==> config.mk <==
export PLATFORM = sky130hd
export DESIGN_NAME = iob_vexriscv_axi_rd_arb
export DESIGN_NICKNAME = d
export VERILOG_FILES = /design/src/rtl/iob_vexriscv_axi_arb_pkg.sv /design/src/rtl/iob_arb2_rr.sv /design/src/rtl/iob_vexriscv_axi_rd_arb.sv
export SDC_FILE = /design/constraint.sdc
export NUM_CORES = 1
export LEC_CHECK = 0
export CAP_MARGIN = 25
export CORE_AREA = 4 4 115 117
export DETAILED_ROUTE_END_ITERATION = 10
export DIE_AREA = 0 0 119 121
export PLACE_DENSITY = 0.61
export RECOVER_POWER = 50
export SETUP_SLACK_MARGIN = 0.3
export SLEW_MARGIN = 20
export SYNTH_ARGS = -nofsm -noshare
export SYNTH_HDL_FRONTEND = slang
export SYNTH_SLANG_ARGS = --single-unit
==> constraint.sdc <==
create_clock -name clk_i -period 2.36 [get_ports clk_i]
set_clock_uncertainty 0.05 [all_clocks]
set_input_delay 0.59 -clock clk_i [delete_from_list [all_inputs] [get_ports clk_i]]
set_output_delay 0.59 -clock clk_i [all_outputs]
set_load 0.05 [all_outputs]
==> src/rtl/iob_vexriscv_axi_arb_pkg.sv <==
// Shared definitions for the VexRiscv AXI read-channel arbiter: FSM encoding,
// AR/R field offsets (LSB-relative) and master indices.
package iob_vexriscv_axi_arb_pkg;

    typedef enum logic [1:0] {
        ST_IDLE = 2'd0,
        ST_ADDR = 2'd1,
        ST_DATA = 2'd2
    } arb_state_t;

    // AR packing, LSB first: arprot, arqos, arcache, arlock, arburst, arsize, arlen, araddr, arid
    localparam int AR_PROT_OFF  = 0;
    localparam int AR_QOS_OFF   = 3;
    localparam int AR_CACHE_OFF = 7;
    localparam int AR_LOCK_OFF  = 11;
    localparam int AR_BURST_OFF = 13;
    localparam int AR_SIZE_OFF  = 15;
    localparam int AR_LEN_OFF   = 18;
    localparam int AR_FIXED_W   = 18;

    // R packing, LSB first: rlast, rresp, rdata, rid
    localparam int R_LAST_OFF = 0;
    localparam int R_RESP_OFF = 1;
    localparam int R_DATA_OFF = 3;
    localparam int R_FIXED_W  = 3;

    localparam logic IBUS = 1'b0;
    localparam logic DBUS = 1'b1;

    // The master that did not receive the most recent grant.
    function automatic logic other_master(input logic last_grant);
        return (last_grant == IBUS) ? DBUS : IBUS;
    endfunction

endpackage

==> src/rtl/iob_arb2_rr.sv <==
// Combinational two-requester grant. IOB_VEXRISCV_AXI_RD_ARB_RR_EN selects
// round-robin on contention; otherwise dBus has fixed priority over iBus.
module iob_arb2_rr
    import iob_vexriscv_axi_arb_pkg::*;
(
    input  logic [1:0] req,
    input  logic       last_grant,
    output logic       gnt_valid,
    output logic       gnt_idx
);

`ifndef IOB_VEXRISCV_AXI_RD_ARB_RR_EN
    logic unused_last_grant_s;
    assign unused_last_grant_s = last_grant;
`endif

    // Pick one requester; contention resolution depends on the build option.
    always_comb begin
        gnt_valid = |req;
        gnt_idx   = IBUS;
        case (req)
            2'b01:   gnt_idx = IBUS;
            2'b10:   gnt_idx = DBUS;
`ifdef IOB_VEXRISCV_AXI_RD_ARB_RR_EN
            2'b11:   gnt_idx = other_master(last_grant);
`else
            2'b11:   gnt_idx = DBUS;
`endif
            default: gnt_idx = IBUS;
        endcase
    end

endmodule

==> src/rtl/iob_vexriscv_axi_rd_arb.sv <==
// Two-master, one-slave AXI4 read arbiter (iBus/dBus -> memory), one burst at
// a time. Build option IOB_VEXRISCV_AXI_RD_ARB_RR_EN enables round-robin.
module iob_vexriscv_axi_rd_arb
    import iob_vexriscv_axi_arb_pkg::*;
#(
    parameter int ID_W   = 1,
    parameter int ADDR_W = 32,
    parameter int DATA_W = 32,
    parameter int LEN_W  = 8,
    parameter int AR_W   = ID_W + ADDR_W + LEN_W + 18,
    parameter int R_W    = ID_W + DATA_W + 3
) (
    input  logic            clk_i,
    input  logic            cke_i,
    input  logic            arst_n_i,

    input  logic            ibus_arvalid_i,
    output logic            ibus_arready_o,
    input  logic [AR_W-1:0] ibus_ar_i,
    output logic            ibus_rvalid_o,
    input  logic            ibus_rready_i,
    output logic [R_W-1:0]  ibus_r_o,

    input  logic            dbus_arvalid_i,
    output logic            dbus_arready_o,
    input  logic [AR_W-1:0] dbus_ar_i,
    output logic            dbus_rvalid_o,
    input  logic            dbus_rready_i,
    output logic [R_W-1:0]  dbus_r_o,

    output logic            axi_arvalid_o,
    input  logic            axi_arready_i,
    output logic [AR_W-1:0] axi_ar_o,
    input  logic            axi_rvalid_i,
    output logic            axi_rready_o,
    input  logic [R_W-1:0]  axi_r_i,

    output logic            err_o
);

    arb_state_t       state_r, state_nxt_s;
    logic             sel_r, sel_nxt_s;
    logic [LEN_W-1:0] beats_r, beats_nxt_s;
    logic             err_r, err_nxt_s;
    logic             last_grant_s;

    logic             gnt_valid_s, gnt_idx_s;
    logic             sel_arvalid_s, sel_rready_s;
    logic [AR_W-1:0]  sel_ar_s;
    logic [LEN_W-1:0] sel_arlen_s;
    logic             r_hs_s, rlast_s;

`ifdef IOB_VEXRISCV_AXI_RD_ARB_RR_EN
    logic             last_grant_r, last_grant_nxt_s;
    assign last_grant_s = last_grant_r;
`else
    assign last_grant_s = DBUS;
`endif

    assign sel_arvalid_s = (sel_r == DBUS) ? dbus_arvalid_i : ibus_arvalid_i;
    assign sel_ar_s      = (sel_r == DBUS) ? dbus_ar_i      : ibus_ar_i;
    assign sel_rready_s  = (sel_r == DBUS) ? dbus_rready_i  : ibus_rready_i;
    assign sel_arlen_s   = sel_ar_s[AR_LEN_OFF +: LEN_W];
    assign rlast_s       = axi_r_i[R_LAST_OFF];
    assign r_hs_s        = axi_rvalid_i & sel_rready_s;

    iob_arb2_rr u_arb (
        .req        ({dbus_arvalid_i, ibus_arvalid_i}),
        .last_grant (last_grant_s),
        .gnt_valid  (gnt_valid_s),
        .gnt_idx    (gnt_idx_s)
    );

    // Next-state logic: grant in IDLE, AR handshake in ADDR, beat counting in DATA.
    always_comb begin
        state_nxt_s = state_r;
        sel_nxt_s   = sel_r;
        beats_nxt_s = beats_r;
        err_nxt_s   = err_r;
`ifdef IOB_VEXRISCV_AXI_RD_ARB_RR_EN
        last_grant_nxt_s = last_grant_r;
`endif
        case (state_r)
            ST_IDLE: begin
                if (gnt_valid_s) begin
                    sel_nxt_s   = gnt_idx_s;
                    state_nxt_s = ST_ADDR;
                end else begin
                    state_nxt_s = ST_IDLE;
                end
            end
            ST_ADDR: begin
                if (sel_arvalid_s && axi_arready_i) begin
                    beats_nxt_s = sel_arlen_s;
                    state_nxt_s = ST_DATA;
`ifdef IOB_VEXRISCV_AXI_RD_ARB_RR_EN
                    last_grant_nxt_s = sel_r;
`endif
                end else if (!sel_arvalid_s) begin
                    // master withdrew its request before the slave took it
                    state_nxt_s = ST_IDLE;
                end else begin
                    state_nxt_s = ST_ADDR;
                end
            end
            ST_DATA: begin
                if (r_hs_s) begin
                    // counter saturates so an overrun burst keeps reporting a mismatch
                    if (beats_r != {LEN_W{1'b0}}) begin
                        beats_nxt_s = beats_r - {{(LEN_W-1){1'b0}}, 1'b1};
                    end else begin
                        beats_nxt_s = {LEN_W{1'b0}};
                    end
                    if (rlast_s) begin
                        state_nxt_s = ST_IDLE;
                        if (beats_r != {LEN_W{1'b0}}) begin
                            err_nxt_s = 1'b1;
                        end else begin
                            err_nxt_s = err_r;
                        end
                    end else if (beats_r == {LEN_W{1'b0}}) begin
                        err_nxt_s = 1'b1;
                    end else begin
                        err_nxt_s = err_r;
                    end
                end else begin
                    state_nxt_s = ST_DATA;
                end
            end
            default: begin
                state_nxt_s = ST_IDLE;
            end
        endcase
    end

    // State, grant, beat counter and sticky error; frozen while cke_i is low.
    always_ff @(posedge clk_i or negedge arst_n_i) begin
        if (!arst_n_i) begin
            state_r <= ST_IDLE;
            sel_r   <= IBUS;
            beats_r <= {LEN_W{1'b0}};
            err_r   <= 1'b0;
        end else if (cke_i) begin
            state_r <= state_nxt_s;
            sel_r   <= sel_nxt_s;
            beats_r <= beats_nxt_s;
            err_r   <= err_nxt_s;
        end
    end

`ifdef IOB_VEXRISCV_AXI_RD_ARB_RR_EN
    // Last-grant history: reset to dBus so iBus wins the first contention.
    always_ff @(posedge clk_i or negedge arst_n_i) begin
        if (!arst_n_i) begin
            last_grant_r <= DBUS;
        end else if (cke_i) begin
            last_grant_r <= last_grant_nxt_s;
        end
    end
`endif

    // Channel steering: only the granted master sees the slave, and only in its phase.
    always_comb begin
        axi_arvalid_o  = 1'b0;
        axi_ar_o       = {AR_W{1'b0}};
        axi_rready_o   = 1'b0;
        ibus_arready_o = 1'b0;
        dbus_arready_o = 1'b0;
        ibus_rvalid_o  = 1'b0;
        dbus_rvalid_o  = 1'b0;
        ibus_r_o       = {R_W{1'b0}};
        dbus_r_o       = {R_W{1'b0}};
        if (state_r == ST_ADDR) begin
            axi_arvalid_o = sel_arvalid_s;
            axi_ar_o      = sel_ar_s;
            if (sel_r == DBUS) begin
                dbus_arready_o = axi_arready_i;
            end else begin
                ibus_arready_o = axi_arready_i;
            end
        end else if (state_r == ST_DATA) begin
            axi_rready_o = sel_rready_s;
            if (sel_r == DBUS) begin
                dbus_rvalid_o = axi_rvalid_i;
                dbus_r_o      = axi_r_i;
            end else begin
                ibus_rvalid_o = axi_rvalid_i;
                ibus_r_o      = axi_r_i;
            end
        end else begin
            axi_rready_o = 1'b0;
        end
    end

    assign err_o = err_r;

endmodule
**Word level (Yosys, flattened, before mapping)**

Index checks and enable logic that the tools add are counted.
W data, S select, Z words.

- Register bits after elaboration: 12
- Bits of input ports: 163
- Output and inout port bits: 138
- Word-level logic and storage cells: 63

- Add/subtract/negate cells: 1
- Equality and inequality tests: 8
- Muxes and demuxes: 37
- Bitwise operators: 1
- Reductions and logical operators: 12

Operators by type and width:

| operator | count |
|---|---|
| $mux W36 | 6 |
| $mux W59 | 2 |
| $mux W8 | 3 |
| $mux W1 | 21 |
| $pmux W8 S2 | 1 |
| $logic_not A8 Y1 | 1 |
| $reduce_bool A8 Y1 | 1 |
| $sub A8 B1 Y8 const B | 1 |
| $eq A2 B2 Y1 const B | 3 |
| $mux W2 | 3 |
| $pmux W2 S3 | 1 |
| $reduce_and A5 Y1 | 1 |
| $ne A2 B2 Y1 const B | 2 |
| $reduce_and A4 Y1 | 1 |
| $reduce_bool A2 Y1 | 2 |
| $reduce_or A2 Y1 | 2 |
| $ne A3 B3 Y1 const B | 1 |
| $reduce_and A3 Y1 | 1 |
| $eq A2 B1 Y1 const B | 1 |
| $logic_not A2 Y1 | 1 |
| $ne A2 B1 Y1 const B | 1 |
| $reduce_and A2 Y1 | 1 |
| $and A1 B1 Y1 | 1 |
| $logic_and A1 B1 Y1 | 1 |

**Logic depth before layout (Yosys ltp)**

Gate-level depths: netlist of the first run.

- Word-level depth: 4
- Gate-level depth with buffers: 7
- Mapped depth without buffers: 6

**Cells and area by module**

Synthesis of the first run repeated with hierarchy kept, for this count alone.

- Cells, all modules: 315
- Area, all modules: 2217.1 sq um

By module, submodules not included:

| module | instances | cells an instance | area each (sq um) | seq. area each (sq um) |
|---|---|---|---|---|
| iob_vexriscv_axi_rd_arb | 1 | 313 | 2207.1 | 300.3 |
| iob_arb2_rr | 1 | 2 | 10.0 | 0.0 |

**Least setup slack after synthesis of the first run**

OpenSTA, ideal clock, no wires.

- Path kind: reg2out
- Start point: register sel_r
- End point: output port axi_ar_o[10]
- Arrival: 1850 ps
- Path slack: -130 ps
- Cell stages (with the launch flop): 6
- Buffers on the path: 3
- Cell sequence: dfrtp_1 buf_2 buf_2 buf_2 mux2i_1 nor2_1

- Word-level cells in the longest chain between the ends: 2

RTL lines:

| what | line | RTL |
|---|---|---|
| start: declaration | iob_vexriscv_axi_rd_arb.sv:42 | `logic sel_r, sel_nxt_s;` |
| start signal: assignment | iob_vexriscv_axi_rd_arb.sv:145 | `sel_r <= sel_nxt_s;` |
| $mux W59 | iob_vexriscv_axi_rd_arb.sv:61 | `assign sel_ar_s = (sel_r == DBUS) ? dbus_ar_i : ibus_ar_i;` |
| $mux W59 | iob_vexriscv_axi_rd_arb.sv:173 | `if (state_r == ST_ADDR) begin` |
| end: declaration | iob_vexriscv_axi_rd_arb.sv:33 | `output logic [AR_W-1:0] axi_ar_o,` |

Every way passes these cells.

**Final worst setup path of the first run**

- Start point: register sel_r
- End point: output port axi_ar_o[12]

Same word-level chain as after synthesis.

==> results.json, run 1 <==
{
  "yosysSeqAreaShare_pct": 13.5,
  "fill_cells": 873,
  "cp_top_family": "buffers and inverters",
  "met2WireLength_um": 10300,
  "fin_nets": 812,
  "synthCells": 314,
  "synth_top_area_share_pct": 27.4,
  "cts_buffers": 3,
  "clk_pin_slew_ns": 0.04,
  "fin_crit_ns": 2.27,
  "slowest_stage": "dfrtp_4",
  "cts_buffer_depth": 2,
  "max_freq_mhz": 441,
  "htreeDepth": 1,
  "synth_ff_type": "dfrtp_1",
  "grt_pass1_vias": 3893,
  "synthesis.nets": 478,
  "rsz0062_at_grt": "true",
  "io_pins": 301,
  "crit_path_max_fanout": 9,
  "routabilityCongestion": 0.860,
  "synth_warnings": 0,
  "drcViolationCount": 0,
  "cp_data_arrival_time_ns": 1.63,
  "die_area_um2": 14400,
  "finalCritPeriodShare_pct": 96.1,
  "grtUsageTotal_pct": 22.0,
  "ys_async_sr_fraction_pct": 100,
  "viasPerCell": 4.81,
  "hold_buffers": 0,
  "overflow": 0,
  "die_y_um": 121,
  "setup_viol": 0,
  "power.leakage_nw": 3.29,
  "slew-limit-headroom_pct": 61.3,
  "hp-class": "reg2reg",
  "drt-met1-wl_um": 6830,
  "cts-root-buf": "clkbuf_16",
  "drt-pass1-iter-count": 4,
  "synth.area.top_cells": "mux2i_1 27%, and3_1 21%, dfrtp_1 13%",
  "crit_path_start_kind": "flip-flop",
  "ff2ff_setup_slack_ns": 0.16,
  "vias": 3943,
  "grt_start_max_net_pins": 28,
  "status": "complete, no violations",
  "wl_per_cell_um": 23.0,
  "synth_cell_types": 37,
  "synth_top_cell_by_area": "mux2i_1",
  "area_growth_pct": 279,
  "antenna_left": 0,
  "ys_ff_latch": 12,
  "fin_ws_ns": 0.0914,
  "crit_type": "reg2out",
  "drive_gt1_share_pct": 59.7,
  "drv_cap": 0,
  "top_layer": "met4",
  "path_cells": "buf_6, buf_16, mux2i_4, nor2_4, clkbuf_2",
  "num_rows": 41,
  "synth_edf_count": 0,
  "path_buf_inv": 3,
  "netlist_area_um2": 2230,
  "hold_viol_final": 0,
  "die_width_um": 119,
  "dp_hpwl_um": 12700,
  "initial_utilization_pct": 18.0,
  "whs_ns": 0.442,
  "synth_area_per_cell_um2": 7.09,
  "first_iter_violations": 156,
  "tns_ns": 0,
  "drt_wl_total_um": 18900,
  "max_stage_delay_ns": 0.51,
  "layout_common_cells": "155 x clkdlybuf4s50_1, 106 x buf_12, 58 x and3_4",
  "powerDensity_nw_per_um2": 1170,
  "slew_violations": 0,
  "cts_tree": "done",
  "portBuffers": 300,
  "end_kind": "primary output",
  "grt_pass1_wl_um": 24600,
  "critPathRequiredTime_ns": 1.72,
  "clock_latency_ns": 0.24,
  "dpl_worst_slack_ns": 0.0344,
  "worstMarginPinSlew_ns": 0.579,
  "antenna_found_initial": 1,
  "final_common_cell": "clkdlybuf4s50_1",
  "clkSinkCount": 12,
  "core_area_um2": 12400,
  "dr_wl_met3_um": 1220,
  "irDropWorstVdd_uv": 650
}
==> path summary, 6_finish.rpt <==
| kind | from | end | cells after the start |
|---|---|---|---|
| min | err_o | err_o | 1 |
| min reg2reg | err_o | err_o | 1 |
| max in group asynchronous | arst_n_i | sel_r | 1 |
| min in group asynchronous | arst_n_i | beats_r[7] | 1 |
| max | sel_r | axi_ar_o[12] | 5 |
| max reg2reg | sel_r | beats_r[1] | 9 |
==> registers in the layout (all words and copies together) (netlist names) <==
| name | flops |
|---|---|
| err_o | 1 |
| state_r | 2 |
| beats_r | 8 |
| sel_r | 1 |
==> power by group <==
part | total, W | internal [W] | switching [W]
logic | 0.00906 | 0.00440 | 0.00466
clock network | 0.000353 | 0.000256 | 0.0000968
registers | 0.000438 | 0.000310 | 0.000128
==> through the flow <==
step	power [W]	instances	area [um2]	utilization [%]
after floorplan	0.00441	314	2720	-
after global placement	0.00723	769	7060	57.1
after detailed placement	0.00728	769	7060	57.1
after CTS	0.00919	798	8130	65.8
after global routing	0.0102	820	8440	68.3
final	0.00985	820	8440	68.3
==> synth_stat cells, types with 2 or more instances <==
cell and instances:
buf_2 9, nand2_1 6, o211ai_1 3, a41oi_1 2, mux2_2 2, mux2i_1 61, nor2_1 70, inv_1 4
nand2b_1 4, nand3b_1 3, dfrtp_1 12, o21ai_0 4, o22ai_1 4, and3_1 74, a31oi_1 2, nand3_1 2
clkbuf_1 24, o2bb2ai_1 5, or3_1 2, nor3_1 3, a21oi_1 2
==> layer usage <==
layer	GRT usage (%)	vias to the layer above
met1	25.4	1901
met4	4.85	0
met2	41.6	189
li1	-	1818
met5	0	-
met3	4.20	35
==> logic make-up after synthesis <==
group	share of synthesized area, %
AND/OR/NAND/NOR	39.1
multiplexers	28.4
buffers and inverters	7.08
AO/OA/AOI/OAI	11.0
flip-flops	13.5
XOR/XNOR	0.394
adder cells (fa/ha/maj)	0.562
==> cell type report <==
class / instances / area [um2] / area share, %
inverter: 4 / 22.5 / 0.267
timing repair buffer: 363 / 4860 / 57.6
clock buffer: 4 / 88.8 / 1.05
antenna: 1 / 2.50 / 0.0296
sequential: 12 / 307 / 3.63
tap: 172 / 215 / 2.55
multi-input combinational: 264 / 2950 / 34.9
==> timing repair <==
action | in CTS | in global routing
resized for setup | 137 | 94
cloned | 9 | 9
setup endpoints to repair | 138 | 145
hold endpoints to repair | 0 | 0
pin swaps | 7 | 44
setup buffers | 16 | 12
Power figures use the tool's default switching activity.
==> run 2: changes to the inputs <==
--- a/config.mk
+++ b/config.mk
@@ -6,10 +6,11 @@
 export NUM_CORES = 1
 export LEC_CHECK = 0
 export CAP_MARGIN = 25
-export CORE_AREA = 4 4 115 117
+export CORE_AREA = 4 4 114 116
 export DETAILED_ROUTE_END_ITERATION = 10
-export DIE_AREA = 0 0 119 121
-export PLACE_DENSITY = 0.61
+export DIE_AREA = 0 0 118 120
+export GPL_TIMING_DRIVEN = 1
+export PLACE_DENSITY = 0.62
 export RECOVER_POWER = 50
 export SETUP_SLACK_MARGIN = 0.3
 export SLEW_MARGIN = 20
==> constraint.sdc (replaced) <==
create_clock -name clk_i -period 2.71 [get_ports clk_i]
set_clock_uncertainty 0.05 [all_clocks]
set_input_delay 0.6775 -clock clk_i [delete_from_list [all_inputs] [get_ports clk_i]]
set_output_delay 0.6775 -clock clk_i [all_outputs]
set_load 0.05 [all_outputs]
==> results.json, run 2 (same netlist as run 1, synthesis figures left out) <==
{
  "end_kind": "primary output",
  "antenna_left": 0,
  "vias": 3512,
  "status": "complete, no violations",
  "p_sw_share_pct": 53.2,
  "slew-limit-headroom_pct": 57.9,
  "grt_start_max_net_pins": 40,
  "dp_hpwl_um": 12500,
  "fin_crit_ns": 2.51,
  "fin_area_um2": 6830,
  "max_stage_delay_ns": 0.49,
  "cp_top_family": "buffers and inverters",
  "die_width_um": 118,
  "multiInputGateArea_um2": 1880,
  "antenna_found_initial": 1,
  "powerDensity_nw_per_um2": 935,
  "path_buf_inv": 2,
  "crit_path_start_kind": "input pin",
  "die_area_um2": 14200,
  "clkSinkCount": 12,
  "drive_gt1_share_pct": 32.6,
  "reg2reg_depth": 5,
  "p_sw_w": 0.00340,
  "overflow": 0,
  "area_growth_pct": 207,
  "finalCritPeriodShare_pct": 92.7,
  "diodes": 0,
  "path_depth": 4,
  "slowest_stage": "clkbuf_1",
  "r2r_start": "sel_r",
  "critPathRequiredTime_ns": 1.98,
  "portBuffers": 300,
  "tns_ns": 0,
  "num_rows": 40,
  "internal-power_w": 0.00299,
  "cts_buffers": 3,
  "fin_nets": 776,
  "final-seq-area_um2": 307,
  "cts_tree": "done",
  "drt-pass1-iter-count": 4,
  "grtUsageTotal_pct": 19.6,
  "min_path_cells": 1,
  "worstMarginPinSlew_ns": 0.634,
  "startpoint": "dbus_ar_i[43]",
  "regMostFlops": "beats_r",
  "min_from": "err_o",
  "hold_viol_final": 0,
  "largest_reg_flops": 8,
  "routabilityCongestion": 0.873,
  "io_pins": 301,
  "power.leakage_nw": 3.17,
  "fill_cells": 1061,
  "drcViolationCount": 0,
  "setup_viol": 0,
  "dpl-instance-area_um2": 6890,
  "reg.largest.list": "beats_r (8), state_r (2)",
  "slew_violations": 0,
  "rsz0062_at_grt": "false",
  "cp_data_arrival_time_ns": 1.79,
  "cts-root-buf": "clkbuf_16",
  "crit_type": "in2out",
  "core_area_um2": 11900,
  "drv_cap": 0,
  "crit_path_max_fanout": 1,
  "wl_per_cell_um": 20.0,
  "die_y_um": 120,
  "drt_wl_total_um": 15100,
  "irDropWorstVdd_uv": 422,
  "final_common_cell": "clkdlybuf4s50_1",
  "first_iter_violations": 167,
  "hp-class": "reg2reg",
  "max_freq_mhz": 398,
  "clkPwrFrac_pct": 4.7,
  "grt_pass1_vias": 3458,
  "cts_buffer_depth": 2,
  "viasPerCell": 4.63,
  "clock_latency_ns": 0.24,
  "layout_common_cells": "157 x clkdlybuf4s50_1, 120 x buf_12, 74 x and3_1",
  "path_cells": "clkdlybuf4s50_1, mux2i_1, nor2_2, clkbuf_1",
  "grt_pass1_wl_um": 21900,
  "htreeDepth": 1,
  "sequentialPowerShare_pct": 6.5,
  "pwr-share-comb_pct": 88.8,
  "clk_pin_slew_ns": 0.05,
  "initial_utilization_pct": 18.7
}
run 2: metrics by stage:
stage / std cells / hold slack [ns] / util [%] / total power, W / setup slack (ns)
final: 758 / 0.424 / 57.4 / 0.00639 / 0.197
after global routing: 758 / 0.460 / 57.4 / 0.00668 / 0.159
after CTS: 753 / 0.432 / 59.6 / 0.00675 / 0.301
after detailed placement: 739 / 0.418 / 57.8 / 0.00625 / 0.165
after global placement: 739 / 0.403 / 57.8 / 0.00621 / 0.205
after floorplan: 314 / 0.332 / - / 0.00351 / 0.301
run 2: repair_timing:
item,in CTS,in global routing
endpoints found under the setup margin,124,34
endpoints found under the hold margin,0,0
setup buffers,7,5
gates resized for setup,8,3
gates cloned,3,0
pin swaps,1,0
hold buffers,0,0
run 2: worst reg2reg max path, cell delays in order, from the launching register on:
cell,delay (ns)
dfrtp_4,0.54
buf_4,0.19
mux2i_1,0.33
o22ai_1,0.19
nand2_1,0.26
mux2_2,0.37
run 2: area by class of cell:
type	instances	share of cell area [%]
flip-flops and latches	12	4.49
well taps	147	2.69
clock buffers	4	1.30
repair buffers	325	63.8
inverters	4	0.220
multi-input cells	266	27.5
run 2: power groups by stage:
stage                     Sequential, W  Clock, W  Combinational, W
after floorplan                0.000362         0           0.00315
after detailed placement       0.000446         0           0.00580
after global placement         0.000443         0           0.00576
after global routing           0.000436  0.000316           0.00592
after CTS                      0.000424  0.000299           0.00603
final                          0.000416  0.000298           0.00568
run 2: per-layer routing:
layer | vias up | wire length, um | part of all wire, % | track usage (%)
met1 | 1631 | 5450 | 36 | 20.7
li1 | 1723 | - | - | -
met4 | 2 | 104 | 0.69 | 2.05
met5 | - | 20 | 0.13 | 0
met3 | 12 | 1030 | 6.8 | 6.13
met2 | 144 | 8530 | 56 | 39.1
run 2: path summary, 6_finish.rpt:
path / end / slack, ns
worst max register to register: beats_r[1] / 0.66
worst min-delay path: err_o / 0.42
max in group asynchronous: sel_r / 1.38
min in group asynchronous: beats_r[2] / 0.82
worst max-delay path: axi_ar_o[43] / 0.20
worst min register to register: err_o / 0.42
==> run 3: changes to the inputs <==
--- a/config.mk
+++ b/config.mk
@@ -5,12 +5,13 @@
 export SDC_FILE = /design/constraint.sdc
 export NUM_CORES = 1
 export LEC_CHECK = 0
-export CAP_MARGIN = 25
+export CAP_MARGIN = 20
 export CORE_AREA = 4 4 114 116
 export DETAILED_ROUTE_END_ITERATION = 10
 export DIE_AREA = 0 0 118 120
+export DONT_BUFFER_PORTS = 1
 export GPL_TIMING_DRIVEN = 1
-export PLACE_DENSITY = 0.62
+export PLACE_DENSITY = 0.3
 export RECOVER_POWER = 50
 export SETUP_SLACK_MARGIN = 0.3
 export SLEW_MARGIN = 20
==> results.json, run 3 (same netlist as run 1, synthesis figures left out) <==
{
  "status": "complete, no violations",
  "clk_pin_slew_ns": 0.04,
  "cts_buffers": 3,
  "layout_common_cells": "119 x buf_4, 74 x and3_1, 58 x mux2i_1",
  "hp-class": "in2async",
  "core_area_um2": 11900,
  "slowest_stage": "dfrtp_1",
  "drive_gt1_share_pct": 50.3,
  "crit_path_max_fanout": 74,
  "antenna_left": 0,
  "portBuffers": 0,
  "powerDensity_nw_per_um2": 1370,
  "cts-root-buf": "clkbuf_16",
  "end_kind": "primary output",
  "fin_crit_ns": 2.46,
  "regMostFlops": "beats_r",
  "die_area_um2": 14200,
  "area_growth_pct": 65.4,
  "initial_utilization_pct": 18.7,
  "num_rows": 40,
  "cts_tree": "done",
  "grt_pass1_vias": 2792,
  "dp_hpwl_um": 8910,
  "die_y_um": 120,
  "grtUsageTotal_pct": 14.0,
  "rsz0062_at_grt": "false",
  "max_stage_delay_ns": 0.54,
  "first_iter_violations": 129,
  "tns_ns": 0,
  "finalCritPeriodShare_pct": 90.8,
  "slew-limit-headroom_pct": 54.1,
  "clock_latency_ns": 0.24,
  "path_cells": "nor2b_4, buf_12, and3_1, clkbuf_2",
  "routabilityCongestion": 0.788,
  "dp_cells": 574,
  "grt_pass1_wl_um": 16400,
  "power.leakage_nw": 2.07,
  "dpl-instance-area_um2": 3550,
  "vias": 2798,
  "drv_cap": 0,
  "final_core_util_pct": 30.9,
  "crit_path_start_kind": "flip-flop",
  "cts_buffer_depth": 2,
  "instances_no_fill": 586,
  "setup_viol": 0,
  "io_pins": 301,
  "hold_viol_final": 0,
  "max_freq_mhz": 406,
  "drt_wl_total_um": 11100,
  "antenna_found_initial": 0,
  "critPathRequiredTime_ns": 1.98,
  "drt-pass1-iter-count": 5,
  "wl_per_cell_um": 19.0,
  "fin_area_um2": 3680,
  "htreeDepth": 1,
  "dpl_worst_slack_ns": 0.471,
  "final_common_cell": "buf_4",
  "viasPerCell": 4.77,
  "irDropWorstVdd_uv": 438,
  "clkSinkCount": 12,
  "slew_violations": 0,
  "reg.largest.list": "beats_r (8), state_r (2)",
  "fin_nets": 604,
  "largest_reg_flops": 8,
  "diodes": 0,
  "crit_type": "reg2out",
  "worstMarginPinSlew_ns": 0.680,
  "overflow": 0,
  "fin_ws_ns": 0.249,
  "ff2ff_setup_slack_ns": 0.48,
  "drcViolationCount": 0,
  "cp_data_arrival_time_ns": 1.73,
  "grt_start_max_net_pins": 75,
  "die_width_um": 118
}
[run 3: cell count changes in the layout (fill, tap and decap cells not counted), sizes merged, moves of 4 or more]
cell,delta
dlymetal6s2s,-7
clkbuf,+19
dlygate4sd3,-4
buf,-21
clkdlybuf4s50,-157
[run 3: area by class of cell]
type	count	area (um2)
clock buffers	4	88.8
fillers	1313	8230
inverters	4	18.8
multi-input cells	265	1920
flip-flops and latches	12	305
well taps	147	184
repair buffers	154	1170
[run 3: path summary, 6_finish.rpt]
check | from | end | cells after the start
hold / removal | arst_n_i | state_r[1] | 0
setup reg to reg | state_r[0] | beats_r[0] | 4
max in group asynchronous | arst_n_i | sel_r | 0
hold reg to reg | beats_r[7] | beats_r[7] | 1
setup / recovery | state_r[0] | dbus_r_o[21] | 4
min in group clk_i | cke_i | state_r[1] | 1
[run 3: repair_timing]
item | CTS | global route
gates resized for setup | 1 | 7
gates cloned | 1 | 2
hold endpoints to repair | 0 | 0
pin swaps | 0 | 0
hold buffers | 0 | 0
buffers inserted | 0 | 5
endpoints found under the setup margin | 39 | 105
[run 3: per-stage QoR]
stage	hold slack, ns	power [W]
after floorplan	0.332	0.00351
after global placement	0.333	0.00462
after detailed placement	0.333	0.00461
after CTS	0.0770	0.00495
after global routing	0.0695	0.00531
final	0.0821	0.00503
[run 3: layer usage]
layer	share of wire [%]	GRT usage, %	vias to the layer above
li1	-	-	1374
met1	38	16.4	1268
met2	54	26.4	152
met3	7.4	3.58	4
met4	0.28	1.03	0
met5	0	0	-
[run 3: critical path: cells and delay by family, from the launching register on]
kind | cells | cell delay (ns)
buf+inv | 2 | 0.52
simple gates | 2 | 0.40
flops | 1 | 0.54
[run 3: power breakdown]
part           switching [W]  leakage (nW)  internal, W
clock network      0.0000773        0.0442     0.000223
logic                0.00284          1.88      0.00143
registers           0.000193         0.147     0.000268
total                0.00311          2.07      0.00192
